## config.mk

```make
export PLATFORM = sky130hd
export DESIGN_NAME = pipeline_hazard_ctrl
export DESIGN_NICKNAME = d
export VERILOG_FILES = /design/src/rtl/hazard_pkg.sv /design/src/rtl/hazard_detect.sv /design/src/rtl/pipeline_hazard_ctrl.sv
export SDC_FILE = /design/constraint.sdc
export NUM_CORES = 1
export LEC_CHECK = 0
export ABC_AREA = 1
export CAP_MARGIN = 20
export CORE_ASPECT_RATIO = 1.4
export CORE_MARGIN = 5
export CORE_UTILIZATION = 26
export CTS_BUF_LIST = sky130_fd_sc_hd__clkbuf_4 sky130_fd_sc_hd__clkbuf_8
export DETAILED_ROUTE_END_ITERATION = 6
export PLACE_DENSITY_LB_ADDON = 0.08
export SLEW_MARGIN = 0
export SYNTH_ARGS = -nofsm -noshare
export SYNTH_HDL_FRONTEND = slang
export SYNTH_SLANG_ARGS = --single-unit
```

## constraint.sdc

```tcl
create_clock -name clk -period 3.1 [get_ports clk]
set_clock_uncertainty 0.1 [all_clocks]
set_input_delay 0.62 -clock clk [delete_from_list [all_inputs] [get_ports clk]]
set_output_delay 0.62 -clock clk [all_outputs]
set_load 0.01 [all_outputs]
```

## src/rtl/hazard_pkg.sv

```systemverilog
// Shared definitions for the RV32I pipeline hazard controller.
// Contents: FSM state encoding (legacy-compatible 2-bit constants) and the
// hard-wired zero register index.
package hazard_pkg;

  localparam logic [1:0] ST_RUN      = 2'd0;
  localparam logic [1:0] ST_REFILL   = 2'd1;
  localparam logic [1:0] ST_MEM_WAIT = 2'd2;

  localparam logic [4:0] REG_X0 = 5'd0;

endpackage

```

## src/rtl/hazard_detect.sv

```systemverilog
// Purely combinational load-use comparator.
// Ports:
//   id_rs1_i, id_rs2_i         source register indices of the ID instruction
//   id_use_rs1_i, id_use_rs2_i ID instruction actually reads rs1 / rs2
//   ex_rd_i                    destination register of the EX instruction
//   ex_mem_read_i              EX instruction is a load
//   load_use_o                 ID needs a value the EX load has not produced yet
module hazard_detect
  import hazard_pkg::*;
(
  input  logic [4:0] id_rs1_i,
  input  logic [4:0] id_rs2_i,
  input  logic       id_use_rs1_i,
  input  logic       id_use_rs2_i,
  input  logic [4:0] ex_rd_i,
  input  logic       ex_mem_read_i,
  output logic       load_use_o
);

  logic rs1_hit;
  logic rs2_hit;

  assign rs1_hit = id_use_rs1_i && (id_rs1_i == ex_rd_i);
  assign rs2_hit = id_use_rs2_i && (id_rs2_i == ex_rd_i);

  // x0 is hard-wired to zero, so a load targeting it never produces a value
  // anyone waits for.
  assign load_use_o = ex_mem_read_i && (ex_rd_i != REG_X0) && (rs1_hit || rs2_hit);

endmodule

```

## src/rtl/pipeline_hazard_ctrl.sv

```systemverilog
// Central stall / flush / redirect controller for the 5-stage RV32I pipeline.
// Ports:
//   clk, rst_                    clock, asynchronous active-low reset
//   id_rs1, id_rs2, id_use_rs1/2 ID-stage source operands
//   ex_rd, ex_mem_read           EX-stage destination and load flag
//   ex_redirect, ex_target       taken branch / jump resolved in EX
//   dmem_req, dmem_ready         MEM-stage access handshake
//   pc_stall, pc_redirect        PC hold / load pc_target
//   pc_target                    redirect address (ex_target passed through)
//   if_id_stall/flush            IF/ID hold / insert NOP
//   id_ex_stall/flush            ID/EX hold / insert bubble
//   ex_mem_stall                 EX/MEM hold
//   mem_wb_flush                 MEM/WB insert bubble
//   mem_timeout                  sticky data-memory timeout flag
//   stall_cycles, redirect_count performance counters (wrap modulo 2^CNT_W)
// All control outputs are combinational from state and inputs (zero latency)
// and are forced to 0 while rst_ is low.
module pipeline_hazard_ctrl
  import hazard_pkg::*;
#(
  parameter int unsigned IMEM_LAT    = 1,
  parameter int unsigned MEM_TIMEOUT = 255,
  parameter int unsigned CNT_W       = 32
) (
  input  logic             clk,
  input  logic             rst_,
  input  logic [4:0]       id_rs1,
  input  logic [4:0]       id_rs2,
  input  logic             id_use_rs1,
  input  logic             id_use_rs2,
  input  logic [4:0]       ex_rd,
  input  logic             ex_mem_read,
  input  logic             ex_redirect,
  input  logic [31:0]      ex_target,
  input  logic             dmem_req,
  input  logic             dmem_ready,
  output logic             pc_stall,
  output logic             pc_redirect,
  output logic [31:0]      pc_target,
  output logic             if_id_stall,
  output logic             if_id_flush,
  output logic             id_ex_stall,
  output logic             id_ex_flush,
  output logic             ex_mem_stall,
  output logic             mem_wb_flush,
  output logic             mem_timeout,
  output logic [CNT_W-1:0] stall_cycles,
  output logic [CNT_W-1:0] redirect_count
);

  localparam logic [1:0]  REFILL_INIT = 2'(IMEM_LAT);
  localparam logic [15:0] TIMEOUT_LIM = 16'(MEM_TIMEOUT);
  localparam logic [15:0] WAIT_MAX    = 16'hFFFF;

  logic [1:0]       state_q, state_d;
  logic [1:0]       ret_q, ret_d;
  logic [1:0]       refill_q, refill_d;
  logic [15:0]      wait_q, wait_d;
  logic             timeout_q, timeout_d;
  logic [CNT_W-1:0] stall_q, stall_d;
  logic [CNT_W-1:0] redir_q, redir_d;

  logic [1:0] eff_state;
  logic       mem_wait;
  logic       in_refill;
  logic       take_redirect;
  logic       load_use_raw;
  logic       load_use;

  logic pc_stall_c, pc_redirect_c, if_id_stall_c, if_id_flush_c;
  logic id_ex_stall_c, id_ex_flush_c, ex_mem_stall_c, mem_wb_flush_c;

  hazard_detect u_detect (
    .id_rs1_i      (id_rs1),
    .id_rs2_i      (id_rs2),
    .id_use_rs1_i  (id_use_rs1),
    .id_use_rs2_i  (id_use_rs2),
    .ex_rd_i       (ex_rd),
    .ex_mem_read_i (ex_mem_read),
    .load_use_o    (load_use_raw)
  );

  // While waiting on memory, the state we came from still decides what
  // happens the moment the wait ends, so decisions use the effective state.
  assign eff_state = (state_q == ST_MEM_WAIT) ? ret_q : state_q;
  assign in_refill = (eff_state == ST_REFILL);

  // Priority: memory wait > redirect > refill > load-use.
  assign mem_wait      = dmem_req && !dmem_ready;
  assign take_redirect = ex_redirect && !mem_wait;
  // The ID instruction is garbage during refill or when about to be flushed.
  assign load_use      = load_use_raw && !mem_wait && !ex_redirect && !in_refill;

  assign pc_stall_c     = mem_wait || load_use;
  assign pc_redirect_c  = take_redirect;
  assign if_id_stall_c  = mem_wait || load_use;
  assign if_id_flush_c  = !mem_wait && (ex_redirect || in_refill);
  assign id_ex_stall_c  = mem_wait;
  assign id_ex_flush_c  = take_redirect || load_use;
  assign ex_mem_stall_c = mem_wait;
  assign mem_wb_flush_c = mem_wait;

  assign pc_stall       = rst_ && pc_stall_c;
  assign pc_redirect    = rst_ && pc_redirect_c;
  assign pc_target      = rst_ ? ex_target : 32'd0;
  assign if_id_stall    = rst_ && if_id_stall_c;
  assign if_id_flush    = rst_ && if_id_flush_c;
  assign id_ex_stall    = rst_ && id_ex_stall_c;
  assign id_ex_flush    = rst_ && id_ex_flush_c;
  assign ex_mem_stall   = rst_ && ex_mem_stall_c;
  assign mem_wb_flush   = rst_ && mem_wb_flush_c;
  assign mem_timeout    = timeout_q;
  assign stall_cycles   = stall_q;
  assign redirect_count = redir_q;

  always_comb begin
    state_d   = state_q;
    ret_d     = ret_q;
    refill_d  = refill_q;
    wait_d    = wait_q;
    timeout_d = timeout_q;

    if (mem_wait) begin
      // Refill countdown is frozen along with the rest of the pipeline.
      state_d = ST_MEM_WAIT;
      if (state_q != ST_MEM_WAIT) begin
        ret_d = state_q;
      end
      if (wait_q != WAIT_MAX) begin
        wait_d = wait_q + 16'd1;
      end
      if (wait_d >= TIMEOUT_LIM) begin
        timeout_d = 1'b1;
      end
    end else begin
      wait_d = '0;
      if (take_redirect) begin
        if (IMEM_LAT > 0) begin
          state_d  = ST_REFILL;
          refill_d = REFILL_INIT;
        end else begin
          state_d  = ST_RUN;
          refill_d = '0;
        end
      end else if (in_refill) begin
        if (refill_q <= 2'd1) begin
          state_d  = ST_RUN;
          refill_d = '0;
        end else begin
          state_d  = ST_REFILL;
          refill_d = refill_q - 2'd1;
        end
      end else begin
        state_d = ST_RUN;
      end
    end
  end

  assign stall_d = pc_stall_c    ? stall_q + CNT_W'(1) : stall_q;
  assign redir_d = pc_redirect_c ? redir_q + CNT_W'(1) : redir_q;

  always_ff @(posedge clk or negedge rst_) begin
    if (!rst_) begin
      state_q   <= ST_RUN;
      ret_q     <= ST_RUN;
      refill_q  <= '0;
      wait_q    <= '0;
      timeout_q <= 1'b0;
      stall_q   <= '0;
      redir_q   <= '0;
    end else begin
      state_q   <= state_d;
      ret_q     <= ret_d;
      refill_q  <= refill_d;
      wait_q    <= wait_d;
      timeout_q <= timeout_d;
      stall_q   <= stall_d;
      redir_q   <= redir_d;
    end
  end

endmodule

```

==> results.md, run 1 <==
- Final core utilization: 36.8%
- IO buf count: 159
- Net count, final: slightly below 1000
- Cell count after synthesis: 760
- Sw power: 0.877 mW
- Commonest non-fill, non-tap cell in the layout: nand2_1
- Clock Power Share: between 20% and 30%
- Endpoints failing hold: 0
- HPWL after DPL: 13500 um
- Library cells used by synthesis: 35
- Max Slew Vio Count: 0
- Critical-path cell list: clkdlybuf4s50_1 > inv_1 > nand2_4 > buf_4 > nand2_2 > nor2_1 > clkdlybuf4s50_1
- Startpoint Class: input port
- CTS tree: done
- Crit path largest cell delay: 570 ps
- FMAX: 337 MHz
- Outcome: finished, final reports clean
- Vias in the first global route: 5489
- Starting Density: 26.5%
- Total number of vias: ~5200
- Total gr overflow: 0
- Tmin final: 2970 ps
- Max Cap Violations: 0
- Max Fanout on Critical Path: 9
- GR Util All Layers: 14.4%
- Worst slew margin: 58.7%
- Post-synth EDFFs: 0
- H-tree levels: 3
- Post-synth top area share: 39.8%
- Placed instance area: 0.00738 mm2
- Post-CTS Hold Fix Bufs: 0
- Routed Wire Length: 17000 um
- Setup total negative slack: 0 ps
- DRC Markers: 0
- Detailed Routing Iterations Pass 1: 4
- Slowest-stage cell, CP: clkdlybuf4s50_1
- Pwr Density: 359 mW/mm2
- Gpl congestion: 0.834
- Most used cell, CP: clkdlybuf4s50_1
- Wire per inst: 14.4 um
- VDD IR max: 237 uV
- Post-DRT Antenna Nets: 0
- Antenna violations before repair: 0
- Net count after synthesis: 818
- Leakage: around 3.7 nW
- CP Data Required Time: 2380 ps
- Syn Area/Cell: 7.19 um2
- Ys async rst share: 100%
- HP Class: input port to async pin
- First-pass GRT wire length: 28200 um
- Worst slew pin tran: 614 ps
- Detailed Route Iter0 Violations: 188
- Largest net degree at the start of global routing: 38
- DIE AREA: 0.0241 mm2
- Area of the core: 0.0206 mm2
- Seq pwr share: 49.1%
- Std cell rows: 62
- I/O Pins: 160
- Design Area, Final: 0.00758 mm2
- Combinational power share: 22.6%
- Yosys reg bits: a little under 90
- Crit path DAT: 2250 ps
- RSZ-0062 raised after global routing: false
- CTS sink cnt: 87
- Share of cells above drive strength 1: 7.96%
- CP Capture Type: output pin
- Synth area leader: dfrtp_1
- Sw frac: 32.2%
- Netlist Area Pre-Place: 0.00547 mm2
- Main synth FF type: dfrtp_1
- Period utilisation layout: between 90% and 100%
- CP Class: input port to output pin
- Clock slew at reported path FFs: 90 ps
- P_int: 1.84 mW
- Clock Path Buffers: 2
- Worst skew pair latency: 370 ps
- Most frequent cells in the layout: 239 x nand2_1, 155 x clkdlybuf4s50_1, 92 x inv_1
- Vias per cell: around 4.4
- Setup violators final: 0
- Dominant cells by area after synthesis: dfrtp_1 40%, nand2_1 16%, xor2_1 7.4%
- Root buf cell: clkbuf_8
- ANT cells: 0
- Layout area overhead: 38.7%
- Post-synthesis sequential area ratio: 39.8%
- Syn. warnings: 0
- Die W: around 130 um
- CTS Buf Count: 9
- Die H: 182 um
## layout make-up
type / count / area [um2]
clock buffer: 9 / 124
clock inverter: 7 / 56.3
fill: 2224 / 13100
inverter: 95 / 357
multi-input combinational: 558 / 2850
sequential: 87 / 2180
tap: 256 / 320
timing repair buffer: 174 / 1700
## per-layer routing
| layer | share of wire (%) | vias to the layer above | GRT usage [%] |
|---|---|---|---|
| met5 | 0 | - | 0 |
| met4 | 0.86 | 0 | 3.70 |
| met3 | 6.0 | 9 | 4.21 |
| met2 | 52 | 119 | 26.3 |
| met1 | 41 | 2383 | 16.5 |
| li1 | - | 2699 | - |
## registers in the layout, summed over array words and instances, names as in the netlist
signal and cells:
mem_timeout 1, ret_q 2, wait_q 16, stall_cycles 32
state_q 2, refill_q 2, redirect_count 32
## through the flow
stage | power (mW) | worst slack (ps) | hold slack, ps | instances
after floorplan | 1.59 | 518 | 224 | 760
after global placement | 1.99 | -226 | 348 | 1170
after detailed placement | 1.98 | -270 | 356 | 1170
after CTS | 2.79 | 15.9 | 140 | 1186
after global routing | 2.89 | 17.7 | 161 | 1186
final | 2.72 | 134 | 157 | 1186
## cells in the mapped netlist, types with 3 or more instances
master	count
dfrtp_1	87
nand3_1	61
nor2_2	8
xnor2_1	20
ha_1	3
nand2_2	13
o21ai_0	10
buf_1	3
xor2_1	46
nand4_1	17
nor4_1	6
nor3_2	3
nor3_1	19
inv_1	93
clkbuf_1	9
nor2_1	79
a21oi_1	13
nor2_4	5
nand2_1	239
buf_4	6
## worst max-delay path: cells and delay by family
family                 cells  cell delay, ps
and+or+nand+nor            3             350
buffers and inverters      4            1260
## kinds of logic (layout without fill, tap and decap cells)
group / Yosys count / after routing / synth area share, %
AND/OR/NAND/NOR: 458 / 458 / 37.2
buffers and inverters: 115 / 285 / 8.58
flip-flops: 87 / 87 / 39.8
XOR/XNOR: 66 / 66 / 10.6
AO/OA/AOI/OAI: 31 / 31 / 3.18
adder cells (fa/ha/maj): 3 / 3 / 0.687
## final timing paths
kind,startpoint,cells past startpoint,slack [ps],end
setup reg to reg,wait_q[0],13,880,mem_timeout
hold / removal,rst_,2,160,mem_timeout
hold reg to reg,redirect_count[31],1,370,redirect_count[31]
max in group asynchronous,rst_,3,1930,wait_q[8]
setup / recovery,dmem_ready,7,130,pc_redirect
min in group clk,redirect_count[31],1,370,redirect_count[31]
## power groups by stage
stage | clock network, mW | logic [mW] | registers [mW]
2_1_floorplan | 0 | 0.231 | 1.36
3_3_place_gp | 0 | 0.623 | 1.36
3_5_place_dp | 0 | 0.621 | 1.36
4_1_cts | 0.821 | 0.625 | 1.34
5_1_grt | 0.854 | 0.678 | 1.36
6_report | 0.770 | 0.614 | 1.34
## timing repair
| item | in CTS | in global routing |
|---|---|---|
| setup endpoints to repair | 3 | 3 |
| resized for setup | 4 | 8 |
| buffers inserted | 0 | 0 |
| pin swaps | 0 | 1 |
(Power assumes the default switching activity.)
==> inputs of run 2 (changes only) <==
--- a/config.mk
+++ b/config.mk
@@ -12,7 +12,7 @@
 export CORE_UTILIZATION = 26
 export CTS_BUF_LIST = sky130_fd_sc_hd__clkbuf_4 sky130_fd_sc_hd__clkbuf_8
 export DETAILED_ROUTE_END_ITERATION = 6
-export PLACE_DENSITY_LB_ADDON = 0.08
+export PLACE_DENSITY = 0.52
 export SLEW_MARGIN = 0
 export SYNTH_ARGS = -nofsm -noshare
 export SYNTH_HDL_FRONTEND = slang
==> run 2 against run 1 <==
  * Setup slack improved by 36 ps
  * Sequential power is essentially flat
  * Sequential share of layout area is 0.16 points lower
  * Routed wire length is 4.7% higher
  * Clock-buffer cell count stayed put
  * Core utilization rose by 0.21 points
  * First-iteration DRC count is 19% higher
  * Critical endpoint is now if_id_stall
  * Largest power group unchanged
  * Highest routed layer unchanged
==> results.md, run 2 (same netlist as run 1, synthesis figures left out) <==
- RSZ-0062 raised after global routing: false
- Die H: 182 um
- Register Area: about 0.0022 mm2
- Outcome: finished, final reports clean
- Critical Path Sink: if_id_stall
- Total gr overflow: 0
- Antenna violations before repair: 0
- FF-to-FF setup slack: 1000 ps
- Leakage: 3.68 nW
- CTS tree: done
- CTS sink cnt: 87
- Detailed Routing Iterations Pass 1: 5
- H-tree levels: 3
- HP Class: input port to async pin
- I/O Pins: 160
- ANT cells: 0
- Fillers: 2202
- Worst slew margin: a little over two thirds
- Tmin final: 2930 ps
- GR Util All Layers: 14.9%
- R2R depth: 13
- Max Fanout on Critical Path: 3
- Setup violators final: 0
- Total number of vias: 5299
- Reg-to-reg startpoint: wait_q[0]
- Wire per inst: 15.1 um
- Gpl congestion: about 0.85
- Pwr Total: 2.90 mW
- Setup total negative slack: 0 ps
- Pwr Density: 381 mW/mm2
- HPWL after DPL: 14000 um
- Most frequent cells in the layout: 239 x nand2_1, 155 x clkdlybuf4s50_1, 93 x inv_1
- Vias per cell: roughly 4.5
- Worst slew pin tran: 436 ps
- Largest net degree at the start of global routing: 34
- Worst reg2reg endpoint: mem_timeout
- Crit path DAT: between 2000 and 2500 ps
- CP Capture Type: output pin
- Multi-input gate area: approximately 0.0028 mm2
- Commonest non-fill, non-tap cell in the layout: nand2_1
- Std cell rows: 62
- FMAX: 341 MHz
- Vias in the first global route: 5350
- IO buf count: roughly 160
- Share of cells above drive strength 1: around 7.3%
- Clock Path Buffers: 2
- VDD IR max: 257 uV
- DIE AREA: ~0.024 mm2
- Starting Density: 26.5%
- Worst setup path start: ex_rd[3]
- Root buf cell: clkbuf_8
- Post-DRT Antenna Nets: 0
- Routed Wire Length: 17900 um
- DRC Markers: 0
- Clock slew at reported path FFs: 100 ps
- Net count, final: 983
- Die W: 133 um
- CP Data Required Time: 2380 ps
- Setup Buffers After CTS: 0
- Endpoints failing hold: 0
- Final core utilization: 37.0%
- Design Area, Final: 0.00763 mm2
- Detailed Route Iter0 Violations: 223
- CP Class: input port to output pin
- CTS Buf Count: 9
- Startpoint Class: input port
- Max Slew Vio Count: 0
- Worst skew pair latency: 390 ps
- First-pass GRT wire length: 28800 um
- Layout area overhead: 39.5%
- Placed instance area: 0.00739 mm2
- Area of the core: 0.0206 mm2
- Period utilisation layout: 94.5%
- Max Cap Violations: 0
==> run 2: changes by cell type in the layout (fill, tap and decap cells not counted), sizes merged <==
cell           before  now
dlygate4sd2         0    3
clkinvlp            0    2
clkdlybuf4s15       3    0
dlygate4sd3         0    1
clkinv              5    1
bufinv              0    2
buf                16   15
==> run 2: critical path, stage by stage <==
cell             delay (ps)
clkdlybuf4s50_1         450
inv_1                   110
o21ai_0                  80
a211oi_1                190
nand3_1                 110
nand2_1                  90
nand2_2                 100
a21oi_1                 170
dlygate4sd2_1           290
==> run 2: worst min-delay path by stage <==
stage / depth (start not counted) / end / slack, ps
2_1_floorplan: 0 / mem_timeout / 220
3_3_place_gp: 2 / mem_timeout / 350
3_5_place_dp: 1 / redirect_count[31] / 360
4_1_cts: 2 / redirect_count[24] / 220
5_1_grt: 2 / refill_q[1] / 240
6_report: 2 / refill_q[1] / 220
==> run 2: per-stage QoR <==
stage | instances | setup WS (ps) | hold slack [ps]
floorplan | 760 | 518 | 224
global placement | 1169 | -94.0 | 352
detailed placement | 1169 | -123 | 360
CTS | 1186 | 161 | 225
global route | 1186 | 19.8 | 238
finish | 1186 | 170 | 221
==> run 2: layer usage <==
metal / vias to the layer above / wire length (um) / track usage, %
met3: 28 / 727 / 2.99
li1: 2692 / - / -
met2: 107 / 8970 / 26.0
met5: - / 0 / 0
met1: 2472 / 7700 / 17.9
met4: 0 / 455 / 6.28
==> run 2: layout make-up <==
class	instances	area share, %
inverters	95	4.68
clock inverters	7	1.33
multi-input cells	558	37.0
flip-flops and latches	87	28.5
clock buffers	9	1.62
repair buffers	174	22.6
well taps	256	4.20
==> run 2: where the power goes <==
| part | internal, mW | switching, mW |
|---|---|---|
| clock | 0.462 | 0.477 |
| sequential | 1.21 | 0.120 |
| combinational | 0.330 | 0.300 |
==> run 2: timing repair <==
item / CTS / global route
resized for setup: 3 / 0
hold buffers: 1 / 0
endpoints found under the hold margin: 4 / 0
endpoints found under the setup margin: 3 / 0
